File: config.mk
export PLATFORM = sky130hd
export DESIGN_NAME = cal_multi
export DESIGN_NICKNAME = d
export VERILOG_FILES = /design/src/rtl/cal_multi.sv
export SDC_FILE = /design/constraint.sdc
export NUM_CORES = 1
export LEC_CHECK = 0
export ABC_AREA = 1
export CORE_ASPECT_RATIO = 0.7
export CORE_MARGIN = 3
export CORE_UTILIZATION = 40
export CTS_BUF_LIST = sky130_fd_sc_hd__clkbuf_16
export DETAILED_ROUTE_END_ITERATION = 8
export GPL_TIMING_DRIVEN = 0
export PLACE_DENSITY = 0.7
export SLEW_MARGIN = 10
export SYNTH_ARGS = -nofsm -noshare
export SYNTH_HDL_FRONTEND = slang
export SYNTH_SLANG_ARGS = --single-unit
File: constraint.sdc
create_clock -name clk -period 20.5 [get_ports clk]
set_input_delay 2.05 -clock clk [delete_from_list [all_inputs] [get_ports clk]]
set_output_delay 2.05 -clock clk [all_outputs]
set_load 0.01 [all_outputs]
File: src/rtl/cal_multi.sv
// cal_multi - multi-channel sample calibrator.
//
// For each of N_CH signed W-bit channels: removes a DC offset, scales by a
// gain with SHIFT fractional bits, saturates to +/-CLAMP, and mutes channels
// 0..N_JACK-1 whose jack is unplugged. A single multiplier is shared across
// all channels. A pass takes three cycles per channel (SUB, MUL, SAT) plus
// one OUT cycle, so results appear 3*N_CH+1 clock edges after capture.
//
// Optional build macro:
//   CAL_ROUND_EN  defined: MUL adds 1<<(SHIFT-1) before the shift (round half up).
//                 undefined: plain arithmetic shift (floor). Latency is the same.
//
// Coefficient RAM: 2*N_CH signed words, [2c]=offset, [2c+1]=gain. It is not
// cleared by reset and has no power-up contents in this tree; it is loaded
// through the cal_* write port before the first pass.
//
// Ports:
//   clk          system clock
//   rst_n        synchronous active-low reset
//   sample_clk   frame strobe; a rising edge seen in IDLE starts a pass
//   jack         1 = jack inserted on channel c (sampled in OUT)
//   in_flat      raw samples, channel c = in_flat[c*W +: W]
//   out_flat     calibrated samples, same packing; held between passes
//   out_valid    one-cycle pulse when out_flat updates
//   busy         high from the capturing edge until the OUT edge
//   overrun      sticky; a sample_clk edge arrived while busy
//   cal_we       coefficient write request
//   cal_addr     coefficient index (indexes >= 2*N_CH are ignored)
//   cal_wdata    coefficient value (signed)
//   cal_ready    high in IDLE
//   dbg_state_o  current FSM state (IDLE=0, SUB=1, MUL=2, SAT=3, OUT=4)
//
// Handshake: a coefficient write is accepted on a clock edge where
// cal_we && cal_ready; the requester holds cal_we/cal_addr/cal_wdata
// stable until then. A write and a sample_clk edge in the same IDLE
// cycle both take effect; the pass reads the freshly written value.
module cal_multi #(
    parameter int W      = 16,
    parameter int N_CH   = 8,
    parameter int N_JACK = 4,
    parameter int SHIFT  = 10,
    parameter int CLAMP  = 32000,
    localparam int JW    = (N_JACK < 1) ? 1 : N_JACK,
    localparam int AW    = (N_CH < 2) ? 1 : $clog2(2 * N_CH),
    localparam int CW    = (N_CH < 2) ? 1 : $clog2(N_CH)
) (
    input  logic              clk,
    input  logic              rst_n,
    input  logic              sample_clk,
    input  logic [JW-1:0]     jack,
    input  logic [N_CH*W-1:0] in_flat,
    output logic [N_CH*W-1:0] out_flat,
    output logic              out_valid,
    output logic              busy,
    output logic              overrun,
    input  logic              cal_we,
    input  logic [AW-1:0]     cal_addr,
    input  logic [W-1:0]      cal_wdata,
    output logic              cal_ready,
    output logic [2:0]        dbg_state_o
);

    typedef enum logic [2:0] {
        S_IDLE = 3'd0,
        S_SUB  = 3'd1,
        S_MUL  = 3'd2,
        S_SAT  = 3'd3,
        S_OUT  = 3'd4
    } state_t;

    localparam logic signed [2*W:0] CLAMP_HI = (2*W+1)'(CLAMP);
    localparam logic signed [2*W:0] CLAMP_LO = -CLAMP_HI;
`ifdef CAL_ROUND_EN
    localparam logic signed [2*W:0] RND      = (2*W+1)'(1) <<< (SHIFT - 1);
`endif

    state_t              state_q, state_d;
    logic [CW-1:0]       ch_q, ch_d;
    logic                sc_q;
    logic                sc_edge;
    logic signed [W:0]   d_q, d_d;
    logic signed [2*W:0] p_q, p_d;
    logic signed [2*W:0] prod;
    logic signed [W-1:0] sat_r;
    logic signed [W-1:0] samp_q [N_CH];
    logic signed [W-1:0] res_q  [N_CH];
    logic signed [W-1:0] off_q  [N_CH];
    logic signed [W-1:0] gain_q [N_CH];
    logic [N_CH*W-1:0]   out_flat_q, out_flat_d;
    logic                out_valid_q, out_valid_d;
    logic                overrun_q, overrun_d;
    logic                cap_en, res_we, cal_wr;
    logic [CW-1:0]       wr_ch;
    logic [N_CH-1:0]     jack_ext;

    assign sc_edge  = sample_clk & ~sc_q;
    assign wr_ch    = CW'(cal_addr >> 1);
    // Channels without a jack detect line read as always inserted.
    assign jack_ext = N_CH'({{N_CH{1'b1}}, jack});

    // Operands are sign-extended to the full product width before multiplying.
    assign prod = (2*W+1)'(d_q) * (2*W+1)'(gain_q[ch_q]);

    always_comb begin
        if (p_q > CLAMP_HI) begin
            sat_r = W'(CLAMP);
        end else if (p_q < CLAMP_LO) begin
            sat_r = W'(-CLAMP);
        end else begin
            sat_r = p_q[W-1:0];
        end
    end

    always_comb begin
        state_d     = state_q;
        ch_d        = ch_q;
        d_d         = d_q;
        p_d         = p_q;
        out_flat_d  = out_flat_q;
        out_valid_d = 1'b0;
        overrun_d   = overrun_q;
        cap_en      = 1'b0;
        res_we      = 1'b0;
        cal_wr      = 1'b0;

        // Edges during a pass are dropped; the pass itself is unaffected.
        if (sc_edge && (state_q != S_IDLE)) begin
            overrun_d = 1'b1;
        end

        case (state_q)
            S_IDLE: begin
                cal_wr = rst_n && cal_we && (int'(cal_addr) < 2 * N_CH);
                if (sc_edge) begin
                    cap_en  = 1'b1;
                    ch_d    = '0;
                    state_d = S_SUB;
                end
            end
            S_SUB: begin
                d_d     = (W+1)'(samp_q[ch_q]) - (W+1)'(off_q[ch_q]);
                state_d = S_MUL;
            end
            S_MUL: begin
`ifdef CAL_ROUND_EN
                p_d = (prod + RND) >>> SHIFT;
`else
                p_d = prod >>> SHIFT;
`endif
                state_d = S_SAT;
            end
            S_SAT: begin
                res_we = 1'b1;
                if (ch_q == CW'(N_CH - 1)) begin
                    state_d = S_OUT;
                end else begin
                    ch_d    = ch_q + 1'b1;
                    state_d = S_SUB;
                end
            end
            S_OUT: begin
                for (int c = 0; c < N_CH; c++) begin
                    out_flat_d[c*W +: W] = (c < N_JACK && !jack_ext[c]) ? '0 : res_q[c];
                end
                out_valid_d = 1'b1;
                state_d     = S_IDLE;
            end
            default: state_d = S_IDLE;
        endcase
    end

    always_ff @(posedge clk) begin
        if (!rst_n) begin
            state_q     <= S_IDLE;
            ch_q        <= '0;
            sc_q        <= 1'b0;
            out_flat_q  <= '0;
            out_valid_q <= 1'b0;
            overrun_q   <= 1'b0;
        end else begin
            state_q     <= state_d;
            ch_q        <= ch_d;
            sc_q        <= sample_clk;
            out_flat_q  <= out_flat_d;
            out_valid_q <= out_valid_d;
            overrun_q   <= overrun_d;
        end
    end

    // Datapath and coefficient storage need no reset; the FSM gates their use.
    always_ff @(posedge clk) begin
        d_q <= d_d;
        p_q <= p_d;
        if (cap_en) begin
            for (int c = 0; c < N_CH; c++) begin
                samp_q[c] <= in_flat[c*W +: W];
            end
        end
        if (res_we) begin
            res_q[ch_q] <= sat_r;
        end
        if (cal_wr) begin
            if (cal_addr[0]) begin
                gain_q[wr_ch] <= cal_wdata;
            end else begin
                off_q[wr_ch] <= cal_wdata;
            end
        end
    end

    assign out_flat    = out_flat_q;
    assign out_valid   = out_valid_q;
    assign busy        = (state_q != S_IDLE);
    assign overrun     = overrun_q;
    assign cal_ready   = (state_q == S_IDLE);
    assign dbg_state_o = state_q;

endmodule
# [Yosys cells after proc, flatten, opt, wreduce, memory -nomap -nowiden]
# Memories as Yosys holds them, arrays and structs flattened. A register that Yosys moved wholly into a read port is not among the register bits.
# Index checks and enable logic that the tools add are counted.
[word_totals] reg_bits=177 mem_bits_rw=512 memories=4 elab_cells=69 input_bits=156 output_inout_bits=135
[memory_table] name="gain_q" words=8 width=16 read_ports=1 rd_ports_with_merged_regs=1 wr=1 line_no="88" source="logic signed [W-1:0] gain_q [N_CH];"
[memory_table] name="off_q" words=8 width=16 read_ports=1 rd_ports_with_merged_regs=1 wr=1 line_no="87" source="logic signed [W-1:0] off_q [N_CH];"
[memory_table] name="res_q" words=8 width=16 read_ports=8 rd_ports_with_merged_regs=4 wr=1 line_no="86" source="logic signed [W-1:0] res_q [N_CH];"
[memory_table] name="samp_q" words=8 width=16 read_ports=1 rd_ports_with_merged_regs=1 wr=8 line_no="85" source="logic signed [W-1:0] samp_q [N_CH];"
[classes] n_reduce_logical=10 eq_ne=7 n_lt_le_gt_ge=2 multipliers=1 add_sub_neg=2 bitwise_logic=2 mux=33
[ops] cell="two-way mux 16 bit" n=6
[ops] cell="multiplier 17 x 16 -> 33 bit" n=1
[ops] cell="two-way mux 3 bit" n=10
[ops] cell="greater-than comparator 23 x 16 -> 1 bit, second input constant" n=1
[ops] cell="less-than comparator 23 x 16 -> 1 bit, second input constant" n=1
[ops] cell="subtractor 16 x 16 -> 17 bit" n=1
[ops] cell="two-way mux 1 bit" n=15
[ops] cell="case mux 3 bit (4 select lines)" n=1
[ops] cell="== test 3 x 2 -> 1 bit, second input constant" n=2
[ops] cell="== test 3 bit, second input constant" n=2
[ops] cell="case mux 3 bit (2 select lines)" n=1
[ops] cell="zero test 1 bit" n=4
[ops] cell="adder 3 x 1 -> 3 bit, second input constant" n=1
[ops] cell="== test 3 x 1 -> 1 bit, second input constant" n=1
[ops] cell="zero test 3 bit" n=1
[ops] cell="AND reduction 3 bit" n=1
[ops] cell="nonzero test 3 bit" n=1
[ops] cell="logical AND 1 bit" n=2
[ops] cell="!= test 2 x 1 -> 1 bit, second input constant" n=1
[ops] cell="!= test 2 bit, second input constant" n=1
[ops] cell="nonzero test 2 bit" n=1
[ops] cell="bitwise AND 1 bit" n=1
[ops] cell="NOT 1 bit" n=1

# [Logic depth before layout (Yosys ltp)]
# Gate-level depths: netlist of run 1.
[logic_depth] word_depth=6 ltp_mapped=34

# [Worst setup path after synthesis of run 1]
# OpenSTA, ideal clock, no wires.
[synth_timing] path_kind="input -> register" startpoint="input sample_clk" endpoint="memory samp_q[0][0], enable pin" slack_ps=12485 path_buffers=0 setup_ps=617 t_arrival_ps=7398 required_ps=19883 stages=2 path_cell_list="nand2_1 -> nor2_1"
[synth_rtl] element="start: declaration" line_no="49" source="input logic sample_clk,"
[synth_rtl] element="end: declaration" line_no="85"

==> results of run 1 <==
==> cell usage after synthesis (all sizes together), types with 43 or more instances <==
library cell | n | area share, %
fa | 276 | 15
dfxtp | 140 | 7.7
o221ai | 43 | 1.0
nor2 | 463 | 4.8
buf | 73 | 1.1
inv | 446 | 4.6
a21oi | 55 | 0.76
nand2 | 495 | 5.2
o21ai | 238 | 3.3
edfxtp | 552 | 46
ha | 99 | 3.4
nand3 | 232 | 3.2
clkbuf | 81 | 0.84
==> cell families (layout without fill, tap and decap cells) <==
kind of cell	count (synthesis)	in the layout	synth area share [%]
XOR/XNOR	38	38	0.918
adder cells (fa/ha/maj)	375	375	18.6
flip-flops	692	692	53.4
other	0	1	0
AO/OA/AOI/OAI	419	419	6.62
AND/OR/NAND/NOR	1222	1222	13.8
buffers and inverters	606	1044	6.59
==> worst max path at each step <==
stage	endpoint	slack (ps)	cells past startpoint
after global routing	p_q[20]	12300	25
after global placement	samp_q[4][7]	9540	3
after floorplan	samp_q[0][0]	12480	2
final	p_q[20]	12630	25
after detailed placement	p_q[20]	12880	25
after CTS	p_q[20]	12860	25
==> worst register-to-register path, delay by kind of cell (launching register included) <==
| kind | cells | cell delay (ps) |
|---|---|---|
| AOI/OAI and AO/OA | 6 | 1400 |
| adders and majority gates | 7 | 3610 |
| buffers and inverters | 7 | 1400 |
| DFF | 1 | 390 |
| and+or+nand+nor | 5 | 830 |
==> metrics by stage <==
step,cell area [um^2],utilization (%)
2_1_floorplan,36300,-
3_3_place_gp,40600,45.7
3_5_place_dp,41100,46.2
4_1_cts,43300,48.7
5_1_grt,43300,48.7
6_report,43300,48.7
==> metal layers <==
metal,track usage (%),vias up
met4,4.75,0
met2,32.4,1224
met1,30.4,12888
met3,5.75,166
li1,-,11849
met5,0,-
==> layout make-up <==
| class | instances | area [um^2] |
|---|---|---|
| antenna | 1 | 2.50 |
| buffer | 154 | 692 |
| clock buffer | 74 | 1850 |
| clock inverter | 55 | 403 |
| fill | 7924 | 45600 |
| inverter | 452 | 1700 |
| multi-input combinational | 2054 | 14600 |
| sequential | 692 | 19400 |
| tap | 1209 | 1510 |
| timing repair buffer | 309 | 3210 |
==> registers in the layout, indices dropped and copies added, names as in the netlist, named ones only <==
| name | flops |
|---|---|
| samp_q | 128 |
| out_valid | 1 |
| p_q | 23 |
| res_q | 128 |
| gain_q | 128 |
| overrun | 1 |
| ch_q | 3 |
| sc_q | 1 |
| d_q | 17 |
| out_flat | 128 |
| off_q | 128 |
| dbg_state_o | 3 |
==> flow_metrics.env, run 1 <==
export IMPL_setup_viol=0
export IMPL_max_freq_mhz=127
export IMPL_dp_cells=4870
export IMPL_drv_cap=0
export IMPL_final_cell_mix="552 x edfxtp_1, 485 x nand2_1, 456 x inv_1"
export IMPL_criticalPathCategory="flip-flop to flip-flop"
export IMPL_path_max_fanout=10
export IMPL_critPathSlowestCell="fa_1"
export IMPL_r2r_slack_ps=12630
export IMPL_status="finished, final reports clean"
export IMPL_portBuffers=285
export IMPL_worst_r2r_endpoint="p_q[20]"
export IMPL_drive_above_1_share_pct=6.25
export IMPL_cp_common_cell="fa_1"
export IMPL_grt_max_degree=33
export IMPL_cts_resized=0
export IMPL_crit_family="adder cells"
export IMPL_cp_arrival_ps=8230
export IMPL_htree_levels=3
export IMPL_holdCritStartpoint="res_q[4][15]"
export IMPL_synth_ff_type="edfxtp_1"
export IMPL_dpl_hpwl_mm=76.3
export IMPL_dr_pass1_iters=8
export IMPL_yosysSeqAreaShare_pct=53.4
export IMPL_wl_met1_mm=42.6
export IMPL_synth_area_per_cell_um2=10.8
export IMPL_ctsHoldBuffers=0
export IMPL_worstPathRequired_ps=20860
export IMPL_async_flop_share_pct=0
export IMPL_routabilityCongestion=0.956
export IMPL_min_period_ps=7870
export IMPL_grt_pass1_vias=26190
export IMPL_crit_path_start_kind="flip-flop"
export IMPL_die_h_um=258
export IMPL_wl_met2_mm=44.2
export IMPL_worstHoldPathCells=2
export IMPL_clk_latency_ps=630
export IMPL_finalHoldViolCount=0
export IMPL_clock_sinks=692
export IMPL_whs_endpoint="out_flat[79]"
export IMPL_crit_buf_inv=7
export IMPL_final_cells=5000
export IMPL_grt_pass1_wl_mm=155
export IMPL_avgRoutedWirePerCell_um=20.1
export IMPL_synth_fp_nets=3883
export IMPL_start_util_pct=40.8
export IMPL_setup_tns_ps=0
export IMPL_slew_headroom_pct=16.2
export IMPL_final_nets=4265
export IMPL_synth_edf_count=552
export IMPL_first_iter_violations=3101
export IMPL_syn_area_um2=36300
export IMPL_cts_root_buf="clkbuf_16"
export IMPL_die_area_um2=94400
export IMPL_yosysWarnings=0
export IMPL_finalClockSkew_ps=40.7
export IMPL_drv_slew=0
export IMPL_cts_buffers=71
export IMPL_crit_path_end_kind="flip-flop"
export IMPL_antenna_left=0
export IMPL_timing_final_ws_setup_ps=12630
export IMPL_viasPerCell=5.23
export IMPL_slowest_delay_ps=730
export IMPL_wl_mm=100
export IMPL_rows=91
export IMPL_post_cts_setup_buffer_count=0
export IMPL_hold_path_class="flip-flop to flip-flop"
export IMPL_yosysUniqueCellTypes=43
export IMPL_worstMarginPinSlew_ps=1250
export IMPL_coreArea_um2=88900
export IMPL_layout_commonest_cell="edfxtp_1"
export IMPL_fin_crit_sh_pct=38.4
export IMPL_dpl_worst_slack_ps=12880
export IMPL_drc_errors=0
export IMPL_path_clk_slew_ps=60
export IMPL_top_layer_used="met4"
export IMPL_ys_ff_latch=692
export IMPL_dieWidth_um=366
export IMPL_antenna_found_initial=7
export IMPL_clockBufferDepth=3
export IMPL_cts_tree="yes"
export IMPL_dr_total_vias=26127
export IMPL_areaGrowthSynthToFinish_pct=19.5
export IMPL_route_met3_wl_mm=11.4
export IMPL_ioPinCount=291
export IMPL_grt_usage_pct=21.3
export IMPL_reg2regPathDepth=25
export IMPL_overflow=0
export IMPL_hold_slack_ps=421
export IMPL_rsz0062_at_grt="false"
export IMPL_synth_cells=3352
Power of run 1 is not shown: default switching activity piles up to over one toggle a cycle in this logic, so the estimate is an artifact.
==> run 2, diff against run 1 <==
--- a/config.mk
+++ b/config.mk
@@ -12,7 +12,7 @@
 export CTS_BUF_LIST = sky130_fd_sc_hd__clkbuf_16
 export DETAILED_ROUTE_END_ITERATION = 8
 export GPL_TIMING_DRIVEN = 0
-export PLACE_DENSITY = 0.7
+export PLACE_DENSITY = 0.73
 export SLEW_MARGIN = 10
 export SYNTH_ARGS = -nofsm -noshare
 export SYNTH_HDL_FRONTEND = slang
==> constraint.sdc (replaced) <==
create_clock -name clk -period 6.83 [get_ports clk]
set_input_delay 0.683 -clock clk [delete_from_list [all_inputs] [get_ports clk]]
set_output_delay 0.683 -clock clk [all_outputs]
set_load 0.01 [all_outputs]
==> run 2 against run 1 <==
  * Via count grew 3.0%
  * Wire length grew 4.3%
  * Register-to-register slack lost 13000 ps
  * Critical path depth grew 3
  * Die area is the same
  * Clock-buffer cell count is the same
  * First-iteration DRC count shrank 3.4%
  * Core utilization grew 1.7 points
  * Hold slack gained 13 ps
  * Sequential cell count is the same
  * Final area grew 3.5%
==> flow_metrics.env, run 2 (synthesized netlist as in run 1, its figures left out) <==
export IMPL_status="finished, final reports clean"
export IMPL_first_iter_violations=2997
export IMPL_dpl_hpwl_mm=76.2
export IMPL_slowest_delay_ps=510
export IMPL_antenna_found_initial=5
export IMPL_criticalPathCategory="flip-flop to flip-flop"
export IMPL_setup_tns_ps=0
export IMPL_grt_max_degree=33
export IMPL_clk_latency_ps=610
export IMPL_finalHoldViolCount=0
export IMPL_r2r_slack_ps=80
export IMPL_timing_final_ws_setup_ps=84.3
export IMPL_dr_total_vias=26904
export IMPL_worstMarginPinSlew_ps=1270
export IMPL_crit_path_start_kind="flip-flop"
export IMPL_overflow=0
export IMPL_rsz0062_at_grt="true"
export IMPL_path_clk_slew_ps=60
export IMPL_coreArea_um2=88900
export IMPL_dieWidth_um=366
export IMPL_die_h_um=258
export IMPL_final_cells=5049
export IMPL_setup_viol=0
export IMPL_grt_pass1_vias=26811
export IMPL_viasPerCell=5.33
export IMPL_cp_arrival_ps=7170
export IMPL_portBuffers=285
export IMPL_ioPinCount=291
export IMPL_drv_cap=0
export IMPL_max_freq_mhz=148
export IMPL_slew_headroom_pct=15.1
export IMPL_dpl_worst_slack_ps=-767
export IMPL_min_period_ps=6750
export IMPL_clockBufferDepth=3
export IMPL_fin_crit_sh_pct=98.8
export IMPL_die_area_um2=94400
export IMPL_grt_usage_pct=21.5
export IMPL_cp_common_cell="fa_1"
export IMPL_worstHoldPathCells=2
export IMPL_wl_mm=105
export IMPL_reg2regPathDepth=28
export IMPL_whs_endpoint="out_flat[94]"
export IMPL_routabilityCongestion=0.940
export IMPL_areaGrowthSynthToFinish_pct=23.7
export IMPL_dp_cells=4872
export IMPL_htree_levels=3
export IMPL_rows=91
export IMPL_grt_pass1_wl_mm=156
export IMPL_drive_above_1_share_pct=11.0
export IMPL_crit_buf_inv=11
export IMPL_start_util_pct=40.8
export IMPL_crit_family="adder cells"
export IMPL_dr_pass1_iters=8
export IMPL_post_route_util_pct=50.5
export IMPL_path_max_fanout=10
export IMPL_clock_sinks=692
export IMPL_drv_slew=0
export IMPL_layout_commonest_cell="edfxtp_1"
export IMPL_holdCritStartpoint="res_q[5][14]"
export IMPL_antenna_left=0
export IMPL_finalClockSkew_ps=31.8
export IMPL_worst_r2r_endpoint="p_q[10]"
export IMPL_cts_root_buf="clkbuf_16"
export IMPL_hold_path_class="flip-flop to flip-flop"
export IMPL_cts_buffers=70
export IMPL_critPathSlowestCell="fa_1"
export IMPL_cts_tree="yes"
export IMPL_worstPathRequired_ps=7250
export IMPL_final_nets=4316
export IMPL_avgRoutedWirePerCell_um=20.7
export IMPL_final_cell_mix="552 x edfxtp_1, 457 x nand2_1, 444 x inv_1"
export IMPL_ctsHoldBuffers=0
export IMPL_drc_errors=0
export IMPL_crit_path_end_kind="flip-flop"
-- run 2: final cells by class --
| cell class | instances | area [um^2] |
|---|---|---|
| fillers | 7606 | 44000 |
| flip-flops and latches | 692 | 19400 |
| multi-input cells | 2054 | 15300 |
| repair buffers | 365 | 3820 |
| clock buffers | 74 | 1850 |
| inverters | 452 | 1720 |
| well taps | 1209 | 1510 |
| plain buffers | 150 | 842 |
| clock inverters | 52 | 405 |
| diodes | 1 | 2.50 |
-- run 2: worst max path at each step --
stage / cells past startpoint / end / from
3_5_place_dp: 25 / p_q[20] / flip-flop
4_1_cts: 30 / p_q[18] / flip-flop
3_3_place_gp: 25 / p_q[20] / flip-flop
6_report: 28 / p_q[10] / flip-flop
2_1_floorplan: 24 / p_q[20] / flip-flop
5_1_grt: 29 / p_q[18] / flip-flop
-- run 2: stage by stage --
stage                     instance area [um^2]  hold WS, ps
after detailed placement                 41100          422
after floorplan                          36300          412
after global placement                   40600          416
final                                    44900          434
after global routing                     44900          445
after CTS                                43800          407
-- run 2: layer usage --
layer  vias to the layer above  wire [um]  part of all wire, %  track usage (%)
met5                         -         15                0.014                0
met1                     13343      41900                   40             29.4
li1                      11982          -                    -                -
met2                      1390      47300                   45             32.9
met4                         2       2220                  2.1             5.27
met3                       187      13100                   13             7.51
-- run 2: worst reg2reg max path: cells and delay by family (launching register included) --
family                   cells  cell delay [ps]
AO/OA/AOI/OAI                3              590
XOR/XNOR                     1              200
adder cells (fa/ha/maj)      7             3250
buffers and inverters       11             1390
flip-flops                   1              370
AND/OR/NAND/NOR              6              750
-- run 2: timing repair --
action,CTS,global route
gates resized for setup,81,179
gates cloned,1,4
setup endpoints to repair,21,20
pin swaps,16,54
buffers inserted,12,37
Power of run 2 is left out for the same reason.
